===== config.mk =====
export PLATFORM = sky130hd
export DESIGN_NAME = flash_read_responder
export DESIGN_NICKNAME = d
export VERILOG_FILES = /design/src/rtl/flash_read_responder.sv
export SDC_FILE = /design/constraint.sdc
export NUM_CORES = 1
export LEC_CHECK = 0
export ABC_AREA = 1
export BUFFER_PORTS_ARGS = -buffer_cell sky130_fd_sc_hd__buf_4
export CORE_MARGIN = 2
export CORE_UTILIZATION = 50
export DETAILED_ROUTE_END_ITERATION = 12
export GPL_TIMING_DRIVEN = 0
export PLACE_DENSITY = 0.72
export SETUP_SLACK_MARGIN = 0.4
export SYNTH_ARGS = -nofsm -noshare
export SYNTH_HDL_FRONTEND = slang
export SYNTH_SLANG_ARGS = --single-unit
export TNS_END_PERCENT = 5

===== constraint.sdc =====
create_clock -name clk -period 6.4 [get_ports clk]
set_input_delay 0.96 -clock clk [delete_from_list [all_inputs] [get_ports clk]]
set_output_delay 0.96 -clock clk [all_outputs]
set_load 0.05 [all_outputs]

===== src/rtl/flash_read_responder.sv =====
// Avalon-MM pipelined read slave in front of a synchronous 32-bit word memory.
// Commands queue in an in-order FIFO; a wait counter emulates flash access latency.
module flash_read_responder #(
  parameter int unsigned DEPTH       = 4,
  parameter int unsigned WAIT_CYCLES = 3,
  parameter int unsigned ADDR_W      = 23
) (
  input  logic              clk,
  input  logic              reset,
  input  logic [ADDR_W-1:0] address,
  input  logic              read,
  input  logic [3:0]        byteEnable,
  output logic              waitRequest,
  output logic [31:0]       readData,
  output logic              readDataValid,
  output logic [ADDR_W-1:0] mem_addr,
  output logic              mem_rd,
  input  logic [31:0]       mem_rdata,
  output logic              busy
);

  localparam int unsigned PtrW = (DEPTH > 1) ? $clog2(DEPTH) : 1;
  localparam int unsigned CntW = PtrW + 1;

  typedef enum logic [2:0] {StIdle, StIssue, StCapture, StWait, StRespond} state_e;

  logic [ADDR_W+3:0] fifo_mem [DEPTH];
  logic [PtrW-1:0]   wr_ptr_q, rd_ptr_q;
  logic [CntW-1:0]   count_q;
  logic              push, pop, fifo_empty, fifo_full;

  state_e            state_q, state_d;
  logic [7:0]        cnt_q, cnt_d;
  logic [ADDR_W-1:0] addr_q, addr_d;
  logic [3:0]        be_q, be_d;
  logic [31:0]       data_q, data_d;

  assign fifo_empty  = (count_q == '0);
  assign fifo_full   = (count_q == CntW'(DEPTH));
  // Stall comes from the registered count, so a same-cycle pop cannot release it.
  assign waitRequest = reset | fifo_full;
  assign push        = read & ~waitRequest;

  always_ff @(posedge clk) begin
    if (push) begin
      fifo_mem[wr_ptr_q] <= {address, byteEnable};
    end
  end

  always_ff @(posedge clk or posedge reset) begin
    if (reset) begin
      wr_ptr_q <= '0;
      rd_ptr_q <= '0;
      count_q  <= '0;
    end else begin
      if (push) wr_ptr_q <= wr_ptr_q + PtrW'(1);
      if (pop)  rd_ptr_q <= rd_ptr_q + PtrW'(1);
      if (push && !pop) begin
        count_q <= count_q + CntW'(1);
      end else if (pop && !push) begin
        count_q <= count_q - CntW'(1);
      end
    end
  end

  always_comb begin
    state_d = state_q;
    cnt_d   = cnt_q;
    addr_d  = addr_q;
    be_d    = be_q;
    data_d  = data_q;
    pop     = 1'b0;
    unique case (state_q)
      StIdle, StRespond: begin
        if (!fifo_empty) begin
          pop     = 1'b1;
          {addr_d, be_d} = fifo_mem[rd_ptr_q];
          state_d = StIssue;
        end else begin
          state_d = StIdle;
        end
      end
      StIssue: state_d = StCapture;
      StCapture: begin
        for (int i = 0; i < 4; i++) begin
          data_d[8*i +: 8] = be_q[i] ? mem_rdata[8*i +: 8] : 8'h00;
        end
        if (WAIT_CYCLES == 0) begin
          state_d = StRespond;
        end else begin
          cnt_d   = 8'(WAIT_CYCLES);
          state_d = StWait;
        end
      end
      StWait: begin
        if (cnt_q != 8'd0) cnt_d = cnt_q - 8'd1;
        if (cnt_q <= 8'd1) state_d = StRespond;
      end
      default: state_d = StIdle;
    endcase
  end

  always_ff @(posedge clk or posedge reset) begin
    if (reset) begin
      state_q <= StIdle;
      cnt_q   <= '0;
      addr_q  <= '0;
      be_q    <= '0;
      data_q  <= '0;
    end else begin
      state_q <= state_d;
      cnt_q   <= cnt_d;
      addr_q  <= addr_d;
      be_q    <= be_d;
      data_q  <= data_d;
    end
  end

  assign mem_rd        = (state_q == StIssue);
  assign readDataValid = (state_q == StRespond);
  assign readData      = data_q;
  assign mem_addr      = addr_q;
  assign busy          = !fifo_empty || (state_q != StIdle);

endmodule


# After elaboration in Yosys (flattened, before gate mapping)
# Memories as Yosys holds them, arrays and structs flattened. A register that Yosys moved wholly into a read port is not among the register bits.
# Cells that the tools add are included.
[totals]
reg_bits = 50
mem_bits_rw = 108
out_inout_bits = 59
elab_cells = 54
memories = 1
[classes]
n_addsub = 5
magnitude_cmp = 1
n_eq_ne = 7
muxes = 15
bitwise = 4
n_reduce_logical = 15
[mem_list]
columns = ["name", "depth", "word_bits", "rd", "rd_ports_with_merged_regs", "wr", "line", "rtl"]
rows = [
  ["fifo_mem", 4, 27, 1, 1, 1, "27", "logic [ADDR_W+3:0] fifo_mem [DEPTH];"],
]
[ops]
columns = ["op", "n"]
rows = [
  ["$mux 8", 5],
  ["$pmux 8 s2", 1],
  ["$pmux 3 s4", 1],
  ["$mux 3", 3],
  ["$le 8x1->1 const B", 1],
  ["$reduce_bool 8->1", 1],
  ["$sub 8x1->8 const B", 1],
  ["$eq 3x2->1 const B", 2],
  ["$eq 3x3->1 const B", 2],
  ["$logic_not 3->1", 2],
  ["$mux 1", 5],
  ["$add 2x1->2 const B", 2],
  ["$ne 2x2->1 const B", 2],
  ["$reduce_and 2->1", 2],
  ["$reduce_bool 2->1", 2],
  ["$add 3x1->3 const B", 1],
  ["$eq 3x1->1 const B", 1],
  ["$logic_not 1->1", 3],
  ["$reduce_bool 3->1", 1],
  ["$sub 3x1->3 const B", 1],
  ["$logic_and 1x1->1", 2],
  ["$not 1->1", 2],
  ["$reduce_or 2->1", 1],
  ["$and 1x1->1", 1],
  ["other kinds (2)", 2],
]

# Longest topological paths before layout
[logic_depth]
depth_word = 8
ltp_mapped = 11

# Worst setup path before layout
# No wires, ideal clock.
[synth_timing]
path_kind = "input-to-reg"
startpoint = "in reset"
endpoint = "mem fifo_mem[0][0] in the netlist's numbering (enable)"
setup_time_ns = 0.411
t_arrival_ns = 4.383
required_time_ns = 5.989
setup_slack_ns = 1.606
stages = 3
path_cell_list = "inv_1 -> nand3_1 -> nor2_1"
[synth_between]
elab_chain_len = 5
[synth_rtl]
columns = ["element", "line", "rtl"]
rows = [
  ["start: declaration", "9", "input logic reset,"],
  ["$or 1x1->1", "41", "assign waitRequest = reset | fifo_full;"],
  ["$not 1->1", "42", "assign push = read & ~waitRequest;"],
  ["$and 1x1->1", "42", ""],
  ["$mux 1", "45", "if (push) begin"],
  ["$mux 1 (implied by the code)", "46", "fifo_mem[wr_ptr_q] <= {address, byteEnable};"],
  ["end: declaration", "27", ""],
]
# No other way between the ends.

# Worst setup path after layout
[layout_timing]
startpoint = "in reset"
endpoint = "reg count_q[2]"
[layout_between]
elab_chain_len = 6
[layout_rtl]
columns = ["element", "line", "rtl"]
rows = [
  ["$or 1x1->1 (*)", "41", ""],
  ["$not 1->1 (*)", "42", ""],
  ["$and 1x1->1 (*)", "42", ""],
  ["via push", "30", "logic push, pop, fifo_empty, fifo_full;"],
  ["$logic_not 1->1", "60", "end else if (pop && !push) begin"],
  ["$logic_and 1x1->1", "60", ""],
  ["$reduce_bool 2->1 (no line)", "--", ""],
  ["end signal: assignment", "59", "count_q <= count_q + CntW'(1);"],
  ["end signal: assignment", "61", "count_q <= count_q - CntW'(1);"],
  ["end: declaration", "29", "logic [CntW-1:0] count_q;"],
]
# The timed path passes the listed nets; every way through them passes the cells marked *.
# A chain may end at the register's enable or synchronous reset.

==> summary.txt <==
Design Area, Final - 9129 µm²
Number of global-route vias before repair - 5,130
DRT iter0 DRCs - 305
M3 GR Usage - 6.186%
# rows - 44
CP endpoint kind - flop
Setup CP Type - in2reg
Root Buffer - clkbuf_16
Post-CTS Setup Bufs - 0
Num CTS Buffers - 17
Post-route clock period utilization - 43.37%
CTS Sinks - 185
CTS HTree Levels - 4
Slew Limit Fails - 0
Clk Latency, worst-skew pair - 0.43 ns
Final #Nets - 864
Leak - 3.893 nW
Period minus WS final - 2.776 ns
I/O Pins - 121
Final Util - 63.29%
Sequential area share after synthesis - 70.72%
M1 GR Usage - 26.16%
Unrepaired setup endpoints after global routing - no
Yosys reg bits - 185
Worst EP arrival - 3.13 ns
Width of the chip - 124.9 µm
Cells after synthesis - 653
Maxcap violations - 0
Port bufs - 120
Post-synth cell types - 26
Synthesis-to-finish area growth - 24.87%
Slew HR - 37.32%
Top post-synthesis cells by area - edfxtp_1 44%, dfrtp_1 26%, nor2_1 8.3%
Fill count - 1,142
Gpl congestion - 0.8394
Syn nets - 723
Routed len/inst - 16.67 µm
Top-area cell type share of the netlist area - 44.36%
Worst hold path class - reg2reg
Post-Syn Area - 7311 µm²
N_diodes - 0
# DRC - 0
Top Usage Layer GRT - met2
Pwr Density - 547.2 nW/µm²
GR Util met2 - 36.80%
Reg clk slew, reported paths - 0.06 ns
Initial Utilization - 50.69%
Overall power - 0.004995 W
Layout Skew - 0.004942 ns
Final Hold Viols - 0
First-pass GRT wire length - 26.06 mm
DPL Wire Length - 10.79 mm
Worst-path maximum fanout - 35
Type of origin of the critical path - primary input
Wirelength, routed - 16.52 mm
Post-DRT Antenna Nets - 0
Core area - 14,420 µm²
Drt first pass iters - 5
Worst slew pin tran - 0.9379 ns
Hold buffer count at CTS - 0
Die area - 15,610 µm²
Peak supply drop - 300.9 µV
Share of post-route cells with drive strength above 1 - 23.54%
Yosys top cell by area - edfxtp_1
Post-DR vias/cell - 5.287
CTS max path bufs - 2
Req. time, crit path - 6.75 ns
CTS tree - done
Initial antenna violation count - 0
Largest net degree at the start of global routing - 46
Status - finished clean
Post-cts resize count - 0
Gr ovfl total - 0
Fmax - 360.3 MHz
Area after DPL - 8522 µm²
Die H - 124.9 µm
Gr usage total - 21.66%
Avg Inst Size Synth - 11.20 µm²
Via count - 5,239
Endpoints failing setup - 0
YS warnings - 0
-- state kept, by name (all words and copies together), names as in the netlist --
name	cells
fifo_mem	108
cnt_q	8
count_q	3
rd_ptr_q	2
state_q	3
be_q	4
readData	32
wr_ptr_q	2
mem_addr	23
-- kinds of logic (layout without fill, tap and decap cells) --
family,after synthesis,in the layout,synth area share (%)
and+or+nand+nor,309,309,17.06
DFF,185,185,70.72
AOI/OAI and AO/OA,85,85,6.349
buffers and inverters,59,213,3.560
adders and majority gates,8,8,1.472
xor gates and xnor gates,7,7,0.8386
-- final cells by class --
| cell class | count | area [µm²] | area share [%] |
|---|---|---|---|
| flip-flops and latches | 185 | 5170 | 56.63 |
| multi-input cells | 409 | 1911 | 20.93 |
| repair buffers | 122 | 948.4 | 10.39 |
| clock buffers | 22 | 464.2 | 5.085 |
| well taps | 184 | 230.2 | 2.522 |
| plain buffers | 31 | 153.9 | 1.686 |
| clock inverters | 10 | 142.6 | 1.563 |
| inverters | 28 | 108.9 | 1.192 |
-- cell usage after synthesis, drive strengths merged --
master	n
dfrtp	77
nor3	1
a31oi	27
a21oi	1
nand4	2
clkinv	2
fa	1
buf	22
nand3b	1
edfxtp	108
nand3	41
inv	26
nand2	101
xor2	6
o21ai	55
clkbuf	9
ha	7
xnor2	1
o211ai	2
nor2	163
-- stage by stage --
step | cells | hold slack [ns] | setup WS [ns] | setup TNS [ns]
finish | 991 | 0.4820 | 3.624 | 0
global route | 991 | 0.5108 | 3.392 | 0
CTS | 991 | 0.4858 | 3.557 | 0
detailed placement | 959 | 0.4682 | 3.106 | 0
global placement | 957 | 0.4631 | -0.4733 | -42.94
floorplan | 653 | 0.4770 | 1.606 | 0
-- report_power, final --
part           leakage [nW]  switching [W]  internal (W)
clock                 0.295       0.000428      0.000637
combinational          1.69        0.00154      0.000651
sequential             1.91       0.000171       0.00157
total                  3.89        0.00213       0.00286
-- critical path, stage by stage --
cell and delay, ns:
buf_4 0.12, inv_4 0.35, nand3_1 0.49, inv_1 0.24
ha_1 0.16, inv_1 0.06, fa_1 0.37, nor2_1 0.11
nor2_1 0.04, nand2_1 0.07, xor2_1 0.13
-- layer usage --
metal  part of all wire, %  wire (µm)  vias to the layer above
met3                   7.7       1268                       26
li1                      -          -                     2496
met4                   1.8        290                        0
met2                    50       8233                      227
met1                    41       6724                     2490
met5                     0          0                        -
-- layout by cell type (no fill, tap or decap) --
master,netlist,routed
o211ai_1,2,2
buf_16,0,1
xor2_1,6,6
clkinvlp_4,0,1
fa_1,1,1
buf_4,4,124
clkinv_1,1,1
ha_1,7,7
o21ai_0,43,43
clkinv_2,1,3
nor3_4,1,1
nand4_1,2,2
buf_2,18,18
clkbuf_16,0,17
bufinv_16,0,3
inv_2,6,6
nand2_1,98,98
xnor2_1,1,1
edfxtp_1,108,108
nor2_4,1,5
nand3b_1,1,1
inv_6,0,1
nand3_1,41,41
inv_4,0,1
o21ai_1,12,12
clkinv_4,0,3
a21oi_1,1,1
clkbuf_1,9,12
nand2_2,3,3
dfrtp_1,77,77
inv_1,20,19
nor2_1,162,158
a31oi_1,27,27
buf_12,0,1
clkbuf_8,0,2
-- worst paths after layout --
check / cells past startpoint / slack [ns] / start / to
setup / recovery: 11 / 3.62 / reset / count_q[2]
hold / removal: 2 / 0.48 / readData[23] / readData[23]
setup reg to reg: 11 / 4.19 / count_q[0] / count_q[2]
hold reg to reg: 2 / 0.48 / readData[23] / readData[23]
max in group asynchronous: 3 / 5.24 / reset / mem_addr[19]
min in group asynchronous: 2 / 0.57 / reset / state_q[1]
Note: power is estimated with default switching activity, not from simulation.
